$ cat src/rtl/clock_time_controller.sv
// Time-of-day sequencing controller: 1 Hz prescaler, counter strobes with carry, button-driven set FSM, blink.
// Optional auto-repeat on held increment button in SET_HOUR/SET_MIN when CLOCK_AUTOREPEAT_EN is defined.
module clock_time_controller #(
    parameter int CLK_HZ   = 50_000_000,
    parameter int BLINK_HZ = 2
) (
    input  logic       clk,
    input  logic       reset,
    input  logic       mode_btn,
    input  logic       inc_btn,
    input  logic [5:0] sec,
    input  logic [5:0] min,
    output logic       tick_1hz,
    output logic       sec_inc,
    output logic       sec_clr,
    output logic       min_inc,
    output logic       hour_inc,
    output logic [1:0] mode,
    output logic       blink
);

    typedef enum logic [1:0] {
        MODE_RUN      = 2'd0,
        MODE_SET_HOUR = 2'd1,
        MODE_SET_MIN  = 2'd2,
        MODE_SET_SEC  = 2'd3
    } mode_t;

    localparam int PW = $clog2(CLK_HZ + 1);
    localparam logic [PW-1:0] PRESC_MAX = PW'(CLK_HZ - 1);
    localparam int BLINK_HALF_RAW = CLK_HZ / (2 * BLINK_HZ);
    localparam int BLINK_HALF = (BLINK_HALF_RAW < 1) ? 1 : BLINK_HALF_RAW;
    localparam int BW = $clog2(BLINK_HALF + 1);
    localparam logic [BW-1:0] BLINK_MAX = BW'(BLINK_HALF - 1);

    mode_t          mode_q, mode_d;
    logic [PW-1:0]  presc_q, presc_d;
    logic [BW-1:0]  blink_cnt_q, blink_cnt_d;
    logic           blink_q, blink_d;
    logic           mode_prev_q, mode_prev_d;
    logic           inc_prev_q, inc_prev_d;
    logic           tick_q, tick_d;
    logic           sec_inc_q, sec_inc_d;
    logic           sec_clr_q, sec_clr_d;
    logic           min_inc_q, min_inc_d;
    logic           hour_inc_q, hour_inc_d;
    logic           mode_edge, inc_edge, presc_at_max;

`ifdef CLOCK_AUTOREPEAT_EN
    localparam int RPT_RAW = CLK_HZ / 8;
    localparam int RPT = (RPT_RAW < 1) ? 1 : RPT_RAW;
    localparam int RW = $clog2(RPT + 1);
    localparam logic [RW-1:0] RATE_MAX = RW'(RPT - 1);

    logic           armed_q, armed_d;
    logic           rpt_q, rpt_d;
    logic [PW-1:0]  hold_q, hold_d;
    logic [RW-1:0]  rate_q, rate_d;
    logic           rpt_fire;
`endif

    always_comb begin
        mode_edge    = mode_btn & ~mode_prev_q;
        // A mode change swallows an inc edge arriving in the same cycle.
        inc_edge     = inc_btn & ~inc_prev_q & ~mode_edge;
        presc_at_max = (presc_q == PRESC_MAX);
        mode_prev_d  = mode_btn;
        inc_prev_d   = inc_btn;
        mode_d       = mode_q;
        presc_d      = '0;
        blink_d      = blink_q;
        blink_cnt_d  = blink_cnt_q;
        tick_d       = 1'b0;
        sec_inc_d    = 1'b0;
        sec_clr_d    = 1'b0;
        min_inc_d    = 1'b0;
        hour_inc_d   = 1'b0;

        if (mode_edge) begin
            mode_d = mode_t'(mode_q + 2'd1);
        end

        case (mode_q)
            MODE_RUN: begin
                if (!mode_edge) begin
                    presc_d    = presc_at_max ? '0 : presc_q + PW'(1);
                    tick_d     = presc_at_max;
                    sec_inc_d  = presc_at_max;
                    min_inc_d  = presc_at_max && (sec == 6'd59);
                    hour_inc_d = presc_at_max && (sec == 6'd59) && (min == 6'd59);
                end
            end
            MODE_SET_HOUR: hour_inc_d = inc_edge;
            MODE_SET_MIN:  min_inc_d  = inc_edge;
            default:       sec_clr_d  = inc_edge;
        endcase

`ifdef CLOCK_AUTOREPEAT_EN
        armed_d  = 1'b0;
        rpt_d    = 1'b0;
        hold_d   = '0;
        rate_d   = '0;
        rpt_fire = 1'b0;
        if ((mode_q == MODE_SET_HOUR || mode_q == MODE_SET_MIN) && !mode_edge) begin
            if (inc_edge) begin
                armed_d = 1'b1;
            end else if (armed_q && inc_btn) begin
                armed_d = 1'b1;
                rpt_d   = rpt_q;
                hold_d  = hold_q;
                rate_d  = rate_q;
                // Hold phase waits CLK_HZ cycles after the edge, then repeat phase fires every RPT cycles.
                if (!rpt_q) begin
                    if (hold_q == PRESC_MAX) begin
                        rpt_d    = 1'b1;
                        rpt_fire = 1'b1;
                    end else begin
                        hold_d = hold_q + PW'(1);
                    end
                end else if (rate_q == RATE_MAX) begin
                    rate_d   = '0;
                    rpt_fire = 1'b1;
                end else begin
                    rate_d = rate_q + RW'(1);
                end
            end
        end
        if (rpt_fire) begin
            if (mode_q == MODE_SET_HOUR) begin
                hour_inc_d = 1'b1;
            end else begin
                min_inc_d = 1'b1;
            end
        end
`endif

        if (mode_d == MODE_RUN) begin
            blink_d     = 1'b0;
            blink_cnt_d = '0;
        end else if (mode_edge) begin
            blink_d     = 1'b1;
            blink_cnt_d = '0;
        end else if (blink_cnt_q == BLINK_MAX) begin
            blink_d     = ~blink_q;
            blink_cnt_d = '0;
        end else begin
            blink_cnt_d = blink_cnt_q + BW'(1);
        end
    end

    always_ff @(posedge clk) begin
        if (reset) begin
            mode_q      <= MODE_RUN;
            presc_q     <= '0;
            blink_cnt_q <= '0;
            blink_q     <= 1'b0;
            mode_prev_q <= mode_btn;
            inc_prev_q  <= inc_btn;
            tick_q      <= 1'b0;
            sec_inc_q   <= 1'b0;
            sec_clr_q   <= 1'b0;
            min_inc_q   <= 1'b0;
            hour_inc_q  <= 1'b0;
`ifdef CLOCK_AUTOREPEAT_EN
            armed_q     <= 1'b0;
            rpt_q       <= 1'b0;
            hold_q      <= '0;
            rate_q      <= '0;
`endif
        end else begin
            mode_q      <= mode_d;
            presc_q     <= presc_d;
            blink_cnt_q <= blink_cnt_d;
            blink_q     <= blink_d;
            mode_prev_q <= mode_prev_d;
            inc_prev_q  <= inc_prev_d;
            tick_q      <= tick_d;
            sec_inc_q   <= sec_inc_d;
            sec_clr_q   <= sec_clr_d;
            min_inc_q   <= min_inc_d;
            hour_inc_q  <= hour_inc_d;
`ifdef CLOCK_AUTOREPEAT_EN
            armed_q     <= armed_d;
            rpt_q       <= rpt_d;
            hold_q      <= hold_d;
            rate_q      <= rate_d;
`endif
        end
    end

    assign tick_1hz = tick_q;
    assign sec_inc  = sec_inc_q;
    assign sec_clr  = sec_clr_q;
    assign min_inc  = min_inc_q;
    assign hour_inc = hour_inc_q;
    assign mode     = mode_q;
    assign blink    = blink_q;

endmodule

$ cat config.mk
export PLATFORM = sky130hd
export DESIGN_NAME = clock_time_controller
export DESIGN_NICKNAME = d
export VERILOG_FILES = /design/src/rtl/clock_time_controller.sv
export SDC_FILE = /design/constraint.sdc
export NUM_CORES = 1
export LEC_CHECK = 0
export ABC_AREA = 1
export CAP_MARGIN = 20
export CORE_ASPECT_RATIO = 0.7
export CORE_MARGIN = 2
export CORE_UTILIZATION = 45
export DETAILED_ROUTE_END_ITERATION = 10
export HOLD_SLACK_MARGIN = 0.1
export PLACE_DENSITY = 0.62
export SYNTH_ARGS = -nofsm -noshare
export SYNTH_HDL_FRONTEND = slang
export SYNTH_SLANG_ARGS = --single-unit
$ cat constraint.sdc
create_clock -name clk -period 4.2 [get_ports clk]
set_clock_uncertainty 0.15 [all_clocks]
set_input_delay 1.05 -clock clk [delete_from_list [all_inputs] [get_ports clk]]
set_output_delay 1.05 -clock clk [all_outputs]
set_load 0.1 [all_outputs]
After elaboration in Yosys (flattened, before gate mapping):

Cells that the tools add are included.

* word-level logic and storage cells: 44
* register bits after elaboration: 59
* input bits: 16
* output and inout bits: 8

* $add $sub $neg: 3
* bitwise gates (word level): 8
* equal/unequal tests: 6
* muxes and demuxes: 7
* reductions and logical operators: 10

Operator list (number)
* adder 26 x 1 -> 26 bit, second input constant: 1
* equality test 26 bit, second input constant: 1
* adder 24 x 1 -> 24 bit, second input constant: 1
* equality test 24 bit, second input constant: 1
* equality test 6 bit, second input constant: 2
* OR reduction 4 bit: 3
* NOT 1 bit: 5
* zero test 2 bit: 2
* 2-to-1 mux 1 bit: 4
* one-hot mux 1 bit (2 select lines): 2
* bitwise AND 1 bit: 3
* OR reduction 3 bit: 1
* adder 2 x 1 -> 2 bit, second input constant: 1
* equality test 2 x 1 -> 1 bit, second input constant: 1
* equality test 2 bit, second input constant: 1
* logical AND 1 bit: 2
* 2-to-1 mux 2 bit: 1
* nonzero test 2 bit: 1
* OR reduction 2 bit: 1

Logic depth before layout (Yosys ltp):

* word-level depth: 5
* depth in mapped cells: 10
* mapped depth without buffers: 10

Least setup slack after synthesis:

No wires, ideal clock.

* path kind: reg2out
* from: register, netlist name sec_inc
* to: output port tick_1hz
* slack: 1.644 ns
* arrival: 1.356 ns
* path buffers: 1
* required time: 3.000 ns
* stages on the path, launching flop included: 2
* cell sequence: dfxtp_1 > buf_4

RTL lines
* to (decl): line 13 `output logic tick_1hz,`

Final worst setup path:

* from: register mode_q[0], in the netlist mode[0]
* to: output port mode[0]

RTL lines
* from (decl): line 36 `mode_t mode_q, mode_d;`
* from (signal assigned): line 171 `mode_q <= mode_d;`
* to (decl): line 18 `output logic [1:0] mode,`

No word-level cell between the ends.

==> metrics.txt <==
# TYPE chip_impl_metric gauge
chip_impl_info{name="run_status",value="complete, no violations"} 1
chip_impl_info{name="setup.worst_path.class",value="reg -> out"} 1
chip_impl_metric{name="post_synth_num_cell_types",unit=""} 28
chip_impl_metric{name="postCtsSetupRepairBufs",unit=""} 0
chip_impl_metric{name="worst_ir_drop_vdd",unit="µV"} 147.6
chip_impl_metric{name="clock_insertion_delay_worst_skew",unit="ns"} 0.33
chip_impl_metric{name="routabilityCongestion",unit=""} 0.8847
chip_impl_metric{name="syn_to_layout_area_delta",unit="%"} 18.25
chip_impl_metric{name="cp_num_cells",unit=""} 1
chip_impl_metric{name="yosysWarningCount",unit=""} 0
chip_impl_metric{name="clock_sinks",unit=""} 59
chip_impl_info{name="critical_path.cell_chain",value="clkdlybuf4s50_1"} 1
chip_impl_metric{name="finalHoldViolations",unit=""} 0
chip_impl_info{name="critPathLaunchType",value="flip-flop"} 1
chip_impl_metric{name="number_of_buffer_and_inverter_instances_along_the_worst_setup_path",unit=""} 1
chip_impl_metric{name="cts_hold_buf",unit=""} 0
chip_impl_metric{name="timing.final.crit_period",unit="ns"} 3.082
chip_impl_metric{name="power_report.internal_total",unit="mW"} 1.035
chip_impl_metric{name="num_vias",unit=""} 2761
chip_impl_metric{name="p_switching",unit="mW"} 0.2838
chip_impl_metric{name="first_pass_grt_wire_length",unit="µm"} 11910
chip_impl_metric{name="number_of_diodes_added_for_antenna_fixing",unit=""} 0
chip_impl_metric{name="first_iter_violations",unit=""} 165
chip_impl_metric{name="power.switching_fraction",unit="%"} 21.51
chip_impl_metric{name="detailedPlacementHpwl",unit="µm"} 5232
chip_impl_metric{name="combinationalPowerShare",unit="%"} 6.0
chip_impl_metric{name="die-height",unit="µm"} 73.51
chip_impl_metric{name="max_cap_viol_count",unit=""} 0
chip_impl_metric{name="pwr-share-clk",unit="%"} 50.6
chip_impl_metric{name="critPathMaxStageDelay",unit="ns"} 1.16
chip_impl_metric{name="setup_viol",unit=""} 0
chip_impl_metric{name="clock_pin_slew_of_the_registers_on_the_worst_case_setup_and_hold_paths",unit="ns"} 0.07
chip_impl_metric{name="fp.dieArea",unit="µm²"} 7592
chip_impl_info{name="timing.critical_path.slowest_stage_cell",value="clkdlybuf4s50_1"} 1
chip_impl_metric{name="synth.avg_cell_area",unit="µm²"} 6.664
chip_impl_metric{name="coreArea",unit="µm²"} 6725
chip_impl_metric{name="syn-instance-count",unit=""} 466
chip_impl_metric{name="worstHoldPathCells",unit=""} 2
chip_impl_metric{name="slew_violations",unit=""} 0
chip_impl_metric{name="period_share",unit="%"} 73.39
chip_impl_metric{name="htree_num_levels",unit=""} 3
chip_impl_metric{name="register_bit_count_reported_by_yosys",unit=""} 59
chip_impl_metric{name="reg2reg_depth",unit=""} 10
chip_impl_metric{name="first_global_vias",unit=""} 2554
chip_impl_info{name="grt_setup_unrepaired",value="false"} 1
chip_impl_metric{name="drt_first_pass_iters",unit=""} 4
chip_impl_metric{name="maxClockFrequency",unit="GHz"} 0.3244
chip_impl_metric{name="timing.slew.headroom",unit="%"} 32.79
chip_impl_metric{name="io_buffer_count",unit=""} 23
chip_impl_metric{name="grt_util_all_layers",unit="%"} 20.48
chip_impl_metric{name="synth-seq-area-share",unit="%"} 38.03
chip_impl_metric{name="cts_made_buffers",unit=""} 9
chip_impl_info{name="category_of_cells_accounting_for_the_largest_share_of_critical_path_delay",value="buffers and inverters"} 1
chip_impl_info{name="library_cell_occupying_the_most_area_in_the_post_synthesis_netlist",value="dfxtp_1"} 1
chip_impl_metric{name="netlist_area",unit="µm²"} 3105
chip_impl_metric{name="start_util",unit="%"} 46.18
chip_impl_metric{name="final_antenna_net_count",unit=""} 0
chip_impl_metric{name="grt_antenna_before_repair",unit=""} 0
chip_impl_metric{name="ctsLongestPathBuffers",unit=""} 2
chip_impl_metric{name="total_power",unit="mW"} 1.319
chip_impl_metric{name="seqPwrFrac",unit="%"} 43.4
chip_impl_metric{name="timing.hold.ws",unit="ns"} 0.3115
chip_impl_info{name="cts_root_buf",value="clkbuf_8"} 1
chip_impl_metric{name="power.density",unit="nW/µm²"} 359.2
chip_impl_metric{name="data_required_time_at_the_worst_endpoint",unit="ns"} 3.00
chip_impl_metric{name="finalWirelength",unit="µm"} 6910
chip_impl_metric{name="core.rowCount",unit=""} 25
chip_impl_metric{name="drive_gt1_share",unit="%"} 6.986
chip_impl_metric{name="gr-total-overflow",unit=""} 0
chip_impl_metric{name="max_fanout_on_critical_path",unit=""} 4
chip_impl_metric{name="final_sum_of_negative_setup_slack",unit="ns"} 0
chip_impl_metric{name="largest_net_degree_at_the_start_of_global_routing",unit=""} 27
chip_impl_info{name="cts_tree",value="built"} 1
chip_impl_metric{name="max_slew.worst_pin.slew",unit="ns"} 1.005
chip_impl_metric{name="routed_wire_length_per_instance",unit="µm"} 11.61
chip_impl_metric{name="syn-num-nets",unit=""} 487
chip_impl_metric{name="leakage",unit="nW"} 1.361
chip_impl_metric{name="number_of_cells_upsized_or_downsized_after_cts",unit=""} 0
chip_impl_metric{name="ios",unit=""} 24
chip_impl_info{name="timing.hold.worst.class",value="reg -> reg"} 1
chip_impl_metric{name="chipWidth",unit="µm"} 103.3
chip_impl_metric{name="timing.critical_path.arrival",unit="ns"} 1.88
chip_impl_info{name="worstSetupEndpointType",value="output port"} 1
chip_impl_info{name="synth_area_leaders",value="dfxtp_1, nand2_1, nor2_1"} 1
chip_impl_metric{name="net_count_of_the_finished_layout",unit=""} 517
chip_impl_metric{name="fill_cells",unit=""} 685
chip_impl_metric{name="final_design_area_no_fill",unit="µm²"} 3672
chip_impl_metric{name="post-synth-top-area-fraction",unit="%"} 38.03
chip_impl_metric{name="post_place_cell_area",unit="µm²"} 3412
chip_impl_metric{name="vias_per_cell",unit=""} 4.640
chip_impl_metric{name="drc",unit=""} 0
==> layout make-up <==
class	count	area, µm²	share of cell area, %
clock buffers	12	165.2	4.497
inverters	54	202.7	5.520
well taps	94	117.6	3.203
flip-flops and latches	59	1181	32.16
multi-input cells	349	1680	45.76
repair buffers	23	230.2	6.269
clock inverters	4	95.09	2.589
==> registers in the layout (all words and copies together) (netlist names) <==
name / count
blink_cnt_q: 24
inc_prev_q: 1
hour_inc: 1
mode_prev_q: 1
min_inc: 1
sec_inc: 1
blink: 1
mode: 2
presc_q: 26
sec_clr: 1
==> power by group through the flow <==
| stage | combinational (mW) | sequential (mW) | clock, mW |
|---|---|---|---|
| 4_1_cts | 0.0792 | 0.572 | 0.682 |
| 3_3_place_gp | 0.0779 | 0.585 | 0 |
| 5_1_grt | 0.0870 | 0.573 | 0.709 |
| 3_5_place_dp | 0.0788 | 0.585 | 0 |
| 2_1_floorplan | 0.0381 | 0.601 | 0 |
| 6_report | 0.0785 | 0.573 | 0.668 |
==> routing by layer <==
metal  vias to the layer above  GRT usage, %  wire length (µm)
met5                         -             0                 0
met4                         0         5.848                37
met3                         4         6.375               489
met2                        76         24.24              2383
met1                      1187         33.70              4000
li1                       1494             -                 -
==> final timing paths <==
| kind | startpoint | endpoint | slack, ns |
|---|---|---|---|
| worst max-delay path | mode[0] | mode[0] | 1.12 |
| worst min-delay path | presc_q[23] | presc_q[23] | 0.31 |
| worst max register to register | mode[0] | blink_cnt_q[19] | 2.14 |
| worst min register to register | presc_q[23] | presc_q[23] | 0.31 |
==> Yosys cell counts <==
library cell	count
nor3_2	1
buf_6	3
nor2_4	2
or3_1	1
nand2_1	134
dfxtp_1	59
ha_1	5
nor2_1	105
xnor2_1	9
or2_0	1
inv_1	53
nor3b_1	1
buf_4	1
o21bai_1	1
o21ai_0	3
nand3_1	23
clkinv_1	1
nand3_2	5
a21oi_1	14
xor2_1	16
nor3_1	1
nand4_1	7
nor4_1	1
nand2_4	1
nor2_2	5
nand2_2	4
o21ai_2	1
nand3b_1	8
==> logic make-up (layout without fill, tap and decap cells) <==
logic type,count (synthesis),in the layout,synth area share (%)
and+or+nand+nor,300,300,41.78
AOI/OAI and AO/OA,19,19,3.264
xor gates and xnor gates,25,25,7.051
DFF,59,59,38.03
adders and majority gates,5,5,2.015
buffers and inverters,58,93,7.856
==> cells in the final DEF, fill, tap and decap left out, drive strengths merged, types with 2 or more instances in the layout <==
cell type / instances
clkdlybuf4s50: 23
xor2: 16
nor2: 112
dfxtp: 59
nand3: 28
inv: 53
nand3b: 8
a21oi: 14
nand2: 139
o21ai: 4
nand4: 7
ha: 5
nor3: 2
clkbuf: 12
bufinv: 3
clkinv: 2
xnor2: 9
==> through the flow <==
| step | setup slack, ns | instances | utilization [%] |
|---|---|---|---|
| finish | 1.118 | 595 | 54.60 |
| floorplan | 1.644 | 466 | - |
| CTS | 1.096 | 595 | 54.60 |
| global placement | 1.275 | 579 | 50.73 |
| detailed placement | 1.182 | 579 | 50.73 |
| global route | 1.065 | 595 | 54.60 |
Power figures use the tool's default switching activity.
